`config.mk`:
```
export PLATFORM = sky130hd
export DESIGN_NAME = scoreboard_match_sequencer
export DESIGN_NICKNAME = d
export VERILOG_FILES = /design/src/rtl/scoreboard_pkg.sv /design/src/rtl/scoreboard_serve_tracker.sv /design/src/rtl/scoreboard_match_sequencer.sv
export SDC_FILE = /design/constraint.sdc
export NUM_CORES = 1
export LEC_CHECK = 0
export ABC_AREA = 1
export CORE_ASPECT_RATIO = 0.8
export CORE_MARGIN = 1.5
export CORE_UTILIZATION = 25
export CTS_CLUSTER_SIZE = 8
export DETAILED_ROUTE_END_ITERATION = 12
export PLACE_DENSITY_LB_ADDON = 0.1
export SYNTH_ARGS = -nofsm -noshare
export SYNTH_HDL_FRONTEND = slang
export SYNTH_HIERARCHICAL = 1
export SYNTH_SLANG_ARGS = --single-unit
export TNS_END_PERCENT = 5
```
`constraint.sdc`:
```
create_clock -name clk_i -period 6.4 [get_ports clk_i]
set_input_delay 0.64 -clock clk_i [delete_from_list [all_inputs] [get_ports clk_i]]
set_output_delay 0.64 -clock clk_i [all_outputs]
set_load 0.01 [all_outputs]
```
`src/rtl/scoreboard_pkg.sv`:
```
// Shared types and constants for the two-player scoreboard match controller.
package scoreboard_pkg;

    localparam int unsigned STATE_W   = 2;
    localparam int unsigned SCORE_MAX = 99;
    localparam int unsigned SCORE_W   = 8;
    localparam int unsigned GAMES_W   = 4;

    typedef enum logic [STATE_W-1:0] {
        PLAY      = 2'd0,
        GAME_WON  = 2'd1,
        MATCH_WON = 2'd2
    } state_t;

    // Add one point, holding at the display limit.
    function automatic logic [SCORE_W-1:0] sat_inc(input logic [SCORE_W-1:0] score);
        return (score >= SCORE_W'(SCORE_MAX)) ? score : score + 1'b1;
    endfunction

endpackage

```
`src/rtl/scoreboard_serve_tracker.sv`:
```
// Combinational server selection from the current points and the game's first server.
// Outside deuce the serve changes every SERVE_ROTATE points; in deuce it changes every point.
module scoreboard_serve_tracker
    import scoreboard_pkg::*;
#(
    parameter int unsigned POINTS_TO_WIN = 11,
    parameter int unsigned SERVE_ROTATE  = 2
) (
    input  logic [SCORE_W-1:0] p1_score,
    input  logic [SCORE_W-1:0] p2_score,
    input  logic               start_server,
    output logic               server
);

    localparam logic [SCORE_W-1:0] DEUCE_AT = SCORE_W'(POINTS_TO_WIN - 1);
    localparam logic [SCORE_W:0]   ROTATE   = (SCORE_W+1)'(SERVE_ROTATE);

    logic [SCORE_W:0] total;
    logic [SCORE_W:0] turn;
    logic             deuce;

    // Pick the server from the total points played and the deuce condition.
    always_comb begin
        total  = {1'b0, p1_score} + {1'b0, p2_score};
        turn   = total / ROTATE;
        deuce  = (p1_score >= DEUCE_AT) && (p2_score >= DEUCE_AT);
        server = deuce ? (start_server ^ total[0]) : (start_server ^ turn[0]);
    end

endmodule

```
`src/rtl/scoreboard_match_sequencer.sv`:
```
// Match-level controller: points, game wins, games count, win-display hold and server.
// Optional feature macro: SCOREBOARD_SERVE_TRACK_EN enables server tracking;
// when undefined server_o is constant 0.
module scoreboard_match_sequencer
    import scoreboard_pkg::*;
#(
    parameter int unsigned POINTS_TO_WIN = 11,
    parameter int unsigned WIN_BY        = 2,
    parameter int unsigned GAMES_TO_WIN  = 3,
    parameter logic [23:0] HOLD_CYCLES   = 24'd5_000_000,
    parameter int unsigned SERVE_ROTATE  = 2
) (
    input  logic               clk_i,
    input  logic               rst_i,
    input  logic               p1_inc_i,
    input  logic               p2_inc_i,
    input  logic               p1_dec_i,
    input  logic               p2_dec_i,
    input  logic               new_match_i,
    output logic [SCORE_W-1:0] p1_score_o,
    output logic [SCORE_W-1:0] p2_score_o,
    output logic [GAMES_W-1:0] p1_games_o,
    output logic [GAMES_W-1:0] p2_games_o,
    output logic               server_o,
    output logic [STATE_W-1:0] state_o,
    output logic               game_won_o,
    output logic               winner_o
);

    localparam logic [SCORE_W-1:0]        TARGET    = SCORE_W'(POINTS_TO_WIN);
    localparam logic signed [SCORE_W:0]   LEAD      = (SCORE_W+1)'(WIN_BY);
    localparam logic [GAMES_W-1:0]        GAMES_TGT = GAMES_W'(GAMES_TO_WIN);
    localparam logic [23:0]               HOLD_LAST = HOLD_CYCLES - 24'd1;

    state_t             state, state_n;
    logic [SCORE_W-1:0] p1_q, p1_n, p2_q, p2_n;
    logic [GAMES_W-1:0] g1_q, g1_n, g2_q, g2_n;
    logic [23:0]        hold_q, hold_n;
    logic               gw_q, gw_n;
    logic               win_q, win_n;

    // True when 'own' has reached the target with the required lead over 'opp'.
    function automatic logic takes_game(input logic [SCORE_W-1:0] own,
                                        input logic [SCORE_W-1:0] opp);
        logic signed [SCORE_W:0] diff;
        diff = $signed({1'b0, own}) - $signed({1'b0, opp});
        return (own >= TARGET) && (diff >= LEAD);
    endfunction

`ifdef SCOREBOARD_SERVE_TRACK_EN
    logic ss_q, ss_n;
    logic srv_q, srv_n;

    scoreboard_serve_tracker #(
        .POINTS_TO_WIN (POINTS_TO_WIN),
        .SERVE_ROTATE  (SERVE_ROTATE)
    ) u_serve (
        .p1_score     (p1_n),
        .p2_score     (p2_n),
        .start_server (ss_n),
        .server       (srv_n)
    );

    assign server_o = srv_q;
`else
    assign server_o = 1'b0;
`endif

    // Next-state and next-value logic; new_match_i overrides every other action.
    always_comb begin
        state_n = state;
        p1_n    = p1_q;
        p2_n    = p2_q;
        g1_n    = g1_q;
        g2_n    = g2_q;
        hold_n  = hold_q;
        gw_n    = 1'b0;
        win_n   = win_q;
`ifdef SCOREBOARD_SERVE_TRACK_EN
        ss_n    = ss_q;
`endif
        if (new_match_i) begin
            state_n = PLAY;
            p1_n    = '0;
            p2_n    = '0;
            g1_n    = '0;
            g2_n    = '0;
            hold_n  = '0;
            win_n   = 1'b0;
`ifdef SCOREBOARD_SERVE_TRACK_EN
            ss_n    = 1'b0;
`endif
        end else begin
            unique case (state)
                PLAY: begin
                    if (p1_inc_i) begin
                        p1_n = sat_inc(p1_q);
                        if (takes_game(p1_n, p2_q)) begin
                            g1_n    = g1_q + 1'b1;
                            win_n   = 1'b0;
                            gw_n    = 1'b1;
                            hold_n  = '0;
                            state_n = (g1_n == GAMES_TGT) ? MATCH_WON : GAME_WON;
                        end
                    end else if (p2_inc_i) begin
                        p2_n = sat_inc(p2_q);
                        if (takes_game(p2_n, p1_q)) begin
                            g2_n    = g2_q + 1'b1;
                            win_n   = 1'b1;
                            gw_n    = 1'b1;
                            hold_n  = '0;
                            state_n = (g2_n == GAMES_TGT) ? MATCH_WON : GAME_WON;
                        end
                    end else if (p1_dec_i) begin
                        if (p1_q != '0) p1_n = p1_q - 1'b1;
                    end else if (p2_dec_i) begin
                        if (p2_q != '0) p2_n = p2_q - 1'b1;
                    end
                end
                GAME_WON: begin
                    if (hold_q == HOLD_LAST) begin
                        p1_n    = '0;
                        p2_n    = '0;
                        hold_n  = '0;
                        state_n = PLAY;
`ifdef SCOREBOARD_SERVE_TRACK_EN
                        ss_n    = ~ss_q;
`endif
                    end else begin
                        hold_n = hold_q + 24'd1;
                    end
                end
                MATCH_WON: begin
                    state_n = MATCH_WON;
                end
                default: begin
                    state_n = PLAY;
                end
            endcase
        end
    end

    // State and output registers with synchronous reset.
    always_ff @(posedge clk_i) begin
        if (rst_i) begin
            state  <= PLAY;
            p1_q   <= '0;
            p2_q   <= '0;
            g1_q   <= '0;
            g2_q   <= '0;
            hold_q <= '0;
            gw_q   <= 1'b0;
            win_q  <= 1'b0;
`ifdef SCOREBOARD_SERVE_TRACK_EN
            ss_q   <= 1'b0;
            srv_q  <= 1'b0;
`endif
        end else begin
            state  <= state_n;
            p1_q   <= p1_n;
            p2_q   <= p2_n;
            g1_q   <= g1_n;
            g2_q   <= g2_n;
            hold_q <= hold_n;
            gw_q   <= gw_n;
            win_q  <= win_n;
`ifdef SCOREBOARD_SERVE_TRACK_EN
            ss_q   <= ss_n;
            srv_q  <= srv_n;
`endif
        end
    end

    assign p1_score_o = p1_q;
    assign p2_score_o = p2_q;
    assign p1_games_o = g1_q;
    assign p2_games_o = g2_q;
    assign state_o    = state;
    assign game_won_o = gw_q;
    assign winner_o   = win_q;

endmodule

```
; Word-level counts from Yosys, hierarchy flattened
; Cells that the tools add are included.
[word_totals]
regBits = 52
in_bits = 7
output_inout_bits = 29
wordCells = 95
[classes]
addsub = 9
magnitude_cmp = 6
eq_ne = 17
muxes = 36
n_bitwise = 2
reduce_logical = 17
[ops]
columns = cell, n
row1 = $mux W24, 5
row2 = $mux W8, 12
row3 = $pmux W24 S2, 1
row4 = $pmux W8 S2, 2
row5 = $ne A3 B3 Y1 const B, 9
row6 = $add A24 B1 Y24 const B, 1
row7 = $eq A24 B23 Y1 const B, 1
row8 = $ge A9 B3 Y1 const B, 2
row9 = $sub A8 B8 Y9, 2
row10 = $add A8 B1 Y8 const B, 2
row11 = $ge A8 B4 Y1 const B, 2
row12 = $ge A8 B7 Y1 const B, 2
row13 = $reduce_and A4 Y1, 4
row14 = $reduce_bool A8 Y1, 2
row15 = $sub A8 B1 Y8 const B, 2
row16 = $mux W2, 7
row17 = $add A4 B1 Y4 const B, 2
row18 = $eq A4 B2 Y1 const B, 2
row19 = $mux W1, 8
row20 = $pmux W2 S3, 1
row21 = $reduce_and A6 Y1, 1
row22 = $reduce_bool A2 Y1, 3
row23 = $reduce_and A5 Y1, 1
row24 = $ne A2 B2 Y1 const B, 2
row25 = other kinds (9), 11

; Depth between registers and ports, before layout
[logic_depth]
depth_word = 9
ltp_mapped = 25

; Worst setup path before layout
; Ideal clock, no wire load.
[synth_timing]
path_type = register -> register
startpoint = register p1_q[1] (netlist: p1_score_o[1])
endpoint = register hold_q[10]
setup_ns = 0.143
t_arrival_ns = 2.865
required_ns = 6.257
path_slack_ns = 3.392
path_stages_with_launch = 26
path_buffers = 2
period_less_slack_ns = 3.008
cell_sequence = dfxtp_1 ha_1 inv_1 nand4_4 nand2_2 buf_6 nand2_1 nand2_1 nand2_1 inv_1 ha_1 a21oi_1 nand2_1 nand2_1 nand2_1 nand2_1 nand2_1 nand2_1 nor2_1 nor2_1 nand2_2 nand3_4 nand3_4 buf_12 nand2_2 a21oi_2
[synth_via]
elab_chain_cells = 7
elab_cells_between_ends = 13
classes_between = 3 x add/sub / 4 x order compare / 2 x eq/ne / 1 x mux / 3 x reduce/logical
[synth_lines]
columns = element, line
row1 = from (decl), scoreboard_match_sequencer.sv:36  ; logic [SCORE_W-1:0] p1_q, p1_n, p2_q, p2_n;
row2 = from (signal assigned), scoreboard_match_sequencer.sv:160  ; p1_q <= p1_n;
row3 = $add A8 B1 Y8 or $ge A8 B7 Y1 (tied branches), scoreboard_pkg.sv:17  ; return (score >= SCORE_W'(SCORE_MAX)) ? score : score + 1'b1;
row4 = $mux W8, scoreboard_pkg.sv:17
row5 = $sub A8 B8 Y9, scoreboard_match_sequencer.sv:46  ; diff = $signed({1'b0, own}) - $signed({1'b0, opp});
row6 = $ge A9 B3 Y1, scoreboard_match_sequencer.sv:47  ; return (own >= TARGET) && (diff >= LEAD);
row7 = $logic_and A1 B1 Y1, scoreboard_match_sequencer.sv:47
row8 = $ne A3 B3 Y1 (no line), -
row9 = $reduce_and A4 Y1 (no line) *, -
row10 = to (signal assigned), scoreboard_match_sequencer.sv:164  ; hold_q <= hold_n;
row11 = to (decl), scoreboard_match_sequencer.sv:38  ; logic [23:0] hold_q, hold_n;
; Every way passes the cells marked *; elsewhere a longest branch is shown, timed or not.
; A chain may end at the register's enable or synchronous reset.

; Worst setup path in the final report
[layout_timing]
startpoint = register p1_q[0] (netlist: p1_score_o[0])
endpoint = register hold_q[20]
; The elaborated chain is that of the path after synthesis.

==> qor.tcl <==
set qor(fp.dieH_um) 126
set qor(insertion_delay_ns) 0.31
set qor(worst_hold_slack_ns) 0.477
set qor(hold_class) {register to register}
set qor(max_stage_delay_ns) 0.58
set qor(viasPerCell) 4.72
set qor(wire_per_inst_um) 14.6
set qor(grt_first_pass_wirelength_um) 24300
set qor(achievable-frequency_ghz) 0.256
set qor(synth-edff-count) 0
set qor(netlist_instances) 737
set qor(setup.worst_path.class) {register to register}
set qor(drv.max_cap_violation_count) 0
set qor(power_density_nw_per_um2) 175
set qor(fraction_of_final_layout_cells_sized_beyond_drive_strength_1_pct) 11.6
set qor(cp_slowest_cell) {dfxtp_1}
set qor(numClockSinks) 52
set qor(critical_path_peak_fanout) 24
set qor(critical-path-top-cell-by-count) {nand2_1}
set qor(critical_path_cell_list) {ha_1 -> inv_1 -> nand4_4 -> nand2_2 -> nand2_1 -> nand2_1 -> inv_1 -> ha_1 -> nand2_1 -> inv_1 -> a21oi_1 -> nand2_1 -> nand2_1 -> nand2_1 -> nand2_1 -> nor2_1 -> nor2_1 -> nand2_2 -> nand3_4 -> nand3_4 -> nand2_2 -> a21oi_2}
set qor(detail-route-antenna-nets) 0
set qor(maximum_number_of_pins_on_one_net_before_global_route_repair) 47
set qor(clock_tree.htree_level_count) 2
set qor(synth.cells.most_frequent) {nand2_1 (188), inv_1 (101), nand3_1 (57)}
set qor(power.static_leakage_nw) 2.35
set qor(stdcell_area_um2) 5380
set qor(diodes) 0
set qor(layout-area-overhead-vs-synth_pct) 13.9
set qor(detail_route.wirelength_um) 14700
set qor(drt_pass1_iterations) 5
set qor(ctsResizeCount) 0
set qor(dpl_cell_area_um2) 5230
set qor(grt_setup_unrepaired) {no}
set qor(slew_viol_final) 0
set qor(synthesis.yosys.warnings) 6
set qor(setup-violations-final) 0
set qor(post-synth-top-count-cell) {nand2_1}
set qor(starting_density_of_the_core_pct) 25.8
set qor(clock_tree.buffer_depth) 2
set qor(routed-via-count) 4763
set qor(boundaryPins) 36
set qor(avgSynthCellArea_um2) 6.41
set qor(fin_setup_tns_ns) 0
set qor(timing_worst_slew_pin_value_ns) 1.14
set qor(worstSetupEndpointType) {register}
set qor(cts.reportedPaths.clkPinSlew_ns) 0.08
set qor(startpoint) {p1_score_o[0]}
set qor(grtUsageTotal_pct) 15.7
set qor(finalCriticalPeriod_ns) 3.91
set qor(slew_headroom_pct) 24.1
set qor(synth_cell_area_um2) 4720
set qor(worstPathArrival_ns) 4.05
set qor(synthTopCellsByArea) {dfxtp_1 (22%), nand2_1 (15%), inv_1 (8.0%)}
set qor(core.rowCount) 44
set qor(globalRouteOverflowTotal) 0
set qor(startpoint_type) {register}
set qor(yosysTopAreaCell) {dfxtp_1}
set qor(via_count_of_the_first_global_routing_pass) 4492
set qor(routabilityCongestion) 0.867
set qor(drc) 0
set qor(place_hpwl_um) 11200
set qor(rr_startpoint) {p1_score_o[0]}
set qor(fin_skew_ns) 0.00484
set qor(synth-main-ff-cell) {dfxtp_1}
set qor(hold_path_startpoint) {winner_o}
set qor(synth.lib_cells_used.distinct) 48
set qor(timing_hold_violations_final) 0
set qor(core_area_um2) 18300
set qor(port-buffer-count) 34
set qor(finish.net_count) 792
set qor(required_ns) 6.55
set qor(vdd_ir_drop_max_mv) 0.104
set qor(detailedRoute.firstIterationViolations) 377
set qor(synth_top_area_share_pct) 22.0
set qor(final.period_utilization_pct) 61.0
set qor(hold_buffers) 0
set qor(synth_seq_cells) 52
set qor(tritoncts) {done}
set qor(cts_root_buf) {clkbuf_16}
set qor(outcome) {completed}
set qor(synth_sequential_area_ratio_pct) 22.0
set qor(die_area_um2) 19700
set qor(cts-buffers-inserted) 5
set qor(horizontal_extent_of_the_die_um) 157
set qor(synth-async-reset-ratio_pct) 0
set qor(post-cts-setup-buffer-count) 0
set qor(synthesized_netlist_net_count) 773
set qor(grt_antenna_before_repair) 0
-- metal layers --
metal  global-route usage [%]  wire length [um]  vias up
met3                     2.75               702        9
met2                     22.7              5960      117
met4                     3.25               142        0
li1                         -                 -     2433
met5                        0                 0        -
met1                     23.9              7930     2204
-- flip-flops by register name, summed over array words and instances (netlist names) --
name / flops
p1_games_o: 4
p2_games_o: 4
hold_q: 24
p1_score_o: 8
game_won_o: 1
winner_o: 1
state_o: 2
p2_score_o: 8
-- power by group --
group	internal [mW]	switching [mW]	leakage, nW	total [mW]
Combinational	0.101	0.194	1.86	0.295
Clock	0.149	0.149	0.0719	0.298
Sequential	0.330	0.0160	0.420	0.346
Total	0.581	0.359	2.35	0.940
-- path summary, 6_finish.rpt --
check / endpoint / slack (ns) / cells after the start
setup / recovery: hold_q[20] / 2.49 / 22
hold / removal: winner_o / 0.48 / 2
setup reg to reg: hold_q[20] / 2.49 / 22
hold reg to reg: winner_o / 0.48 / 2
-- logic make-up (layout without fill, tap and decap cells) --
group / count (synthesis) / count (layout) / share of synthesized area, %
AO/OA/AOI/OAI: 121 / 121 / 16.0
XOR/XNOR: 22 / 22 / 4.24
adder cells (fa/ha/maj): 29 / 29 / 7.68
buffers and inverters: 133 / 153 / 12.1
flip-flops: 52 / 52 / 22.0
other: 1 / 1 / 0.0794
AND/OR/NAND/NOR: 379 / 379 / 37.8
-- through the flow --
step / setup WS (ns) / util [%] / power (mW) / cells
after floorplan: 3.39 / - / 0.577 / 737
after global placement: 2.52 / 28.5 / 0.648 / 1002
after detailed placement: 2.56 / 28.5 / 0.648 / 1002
after CTS: 2.54 / 29.3 / 0.953 / 1010
after global routing: 2.04 / 29.3 / 1.01 / 1010
final: 2.49 / 29.3 / 0.940 / 1010
-- cell type report --
type / count / area (um2)
Inverter: 111 / 419
Timing Repair Buffer: 34 / 340
Tap cell: 253 / 317
Fill cell: 2017 / 13000
Clock buffer: 5 / 125
Multi-Input combinational cell: 552 / 3110
Sequential cell: 52 / 1040
Clock inverter: 3 / 27.5
-- cells in the final DEF (no fill, tap or decap), drive strengths merged, types with 9 or more instances in the layout --
cell / synthesis / final
a21oi: 70 / 70
clkdlybuf4s50: 0 / 34
dfxtp: 52 / 52
ha: 29 / 29
inv: 110 / 111
nand2: 216 / 216
nand3: 60 / 60
nand4: 19 / 19
nor2: 48 / 48
nor3: 12 / 12
nor4: 9 / 9
o21ai: 32 / 32
or2: 9 / 9
xor2: 20 / 20
-- critical path: cells and delay by family (launching register included) --
family | cells | cell delay, ns
AO/OA/AOI/OAI | 2 | 0.29
adder cells (fa/ha/maj) | 2 | 0.65
buffers and inverters | 3 | 0.33
flip-flops | 1 | 0.58
AND/OR/NAND/NOR | 15 | 1.85
Note: power is estimated with default switching activity, not from simulation.
==> patch (same flow settings) <==
Put one more register stage on the output `p2_score_o`. The value now appears one clock later. The other outputs are not delayed to match.
--- a/src/rtl/scoreboard_match_sequencer.sv
+++ b/src/rtl/scoreboard_match_sequencer.sv
@@ -172,7 +172,9 @@
     end
 
     assign p1_score_o = p1_q;
-    assign p2_score_o = p2_q;
+    always_ff @(posedge clk_i) begin
+        p2_score_o <= p2_q;
+    end
     assign p1_games_o = g1_q;
     assign p2_games_o = g2_q;
     assign state_o    = state;
Check against the original RTL: not equivalent (Yosys sat finds a counterexample within 4 cycles, from zero or initial values).
==> patch against the original RTL <==
Cell area rose by 3.3%; core utilization rose by 1.2 points; routed wire length rose by 0.12%; largest power group is now clock; sequential cell count rose by 8; critical endpoint is now hold_q[6]; power rose by 33%; area after synthesis fell by 1.1%; critical path type unchanged; setup slack improved by 250 ps.
==> patch: results <==
cts:
  clkLatencyLatePin_ps: 340
  clk_transition_reported_paths_ps: 50
  cts_buffers: 9
synthesis:
  synth_commonest_cells: "nand2_1, inv_1, dfxtp_1, nand3_1, nor2_1"
  synth_area_leaders: "dfxtp_1, nand2_1, inv_1"
  yosysSeqAreaShare: 0.2571
  synth_fp_nets: 784
  avgSynthCellArea_sq_um: 6.246
drt:
  drt-initial-drc-count: 293
  vias: 4769
  routed_via_density: 4.626
grt:
  grt_use_total: 0.1572
  grt_pass1_vias: 4434
  grt_max_degree: 46
  grt_util_met3: 0.03120
status:
  status: "completed"
layout:
  clock_cell_area_share: 0.06146
  seq_area_sq_um: 1201
  nets: 809
  signal_buffers: 35
  finish.utilization: 0.3050
  clockBufferCount: 10
  fillers: 1984
  buffer_area_frac: 0.06258
critical_path:
  cpPeakStageDelay_ps: 560
sta:
  relSlewSlack: 0.3151
  fin_skew_ps: 9.469
placement:
  place_congestion: 0.8557
  place_area_sq_um: 5216
[patch: cell families (layout without fill, tap and decap cells)]
family                     after synthesis  in the layout  synth area share
AOI/OAI and AO/OA                      111            111            0.1411
adders and majority gates               29             29           0.07767
other                                    1              1         0.0008027
xor gates and xnor gates                14             14           0.02625
and+or+nand+nor                        399            399            0.3806
DFF                                     60             60            0.2571
buffers and inverters                  134            164            0.1165
[patch: power groups by stage]
stage	Combinational, W	Clock (W)	Sequential [W]
after floorplan	0.000208	0	0.000403
after global placement	0.000284	0	0.000407
after detailed placement	0.000282	0	0.000407
after CTS	0.000283	0.000583	0.000399
after global routing	0.000326	0.000599	0.000401
final	0.000283	0.000565	0.000399
[patch: worst paths after layout]
kind	startpoint	endpoint	slack (ps)	depth (start not counted)
worst min-delay path	p2_q[1]	p2_score_o[1]	450	0
worst max-delay path	p2_q[0]	hold_q[6]	2740	22
worst max register to register	p2_q[0]	hold_q[6]	2740	22
worst min register to register	p2_q[1]	p2_score_o[1]	450	0
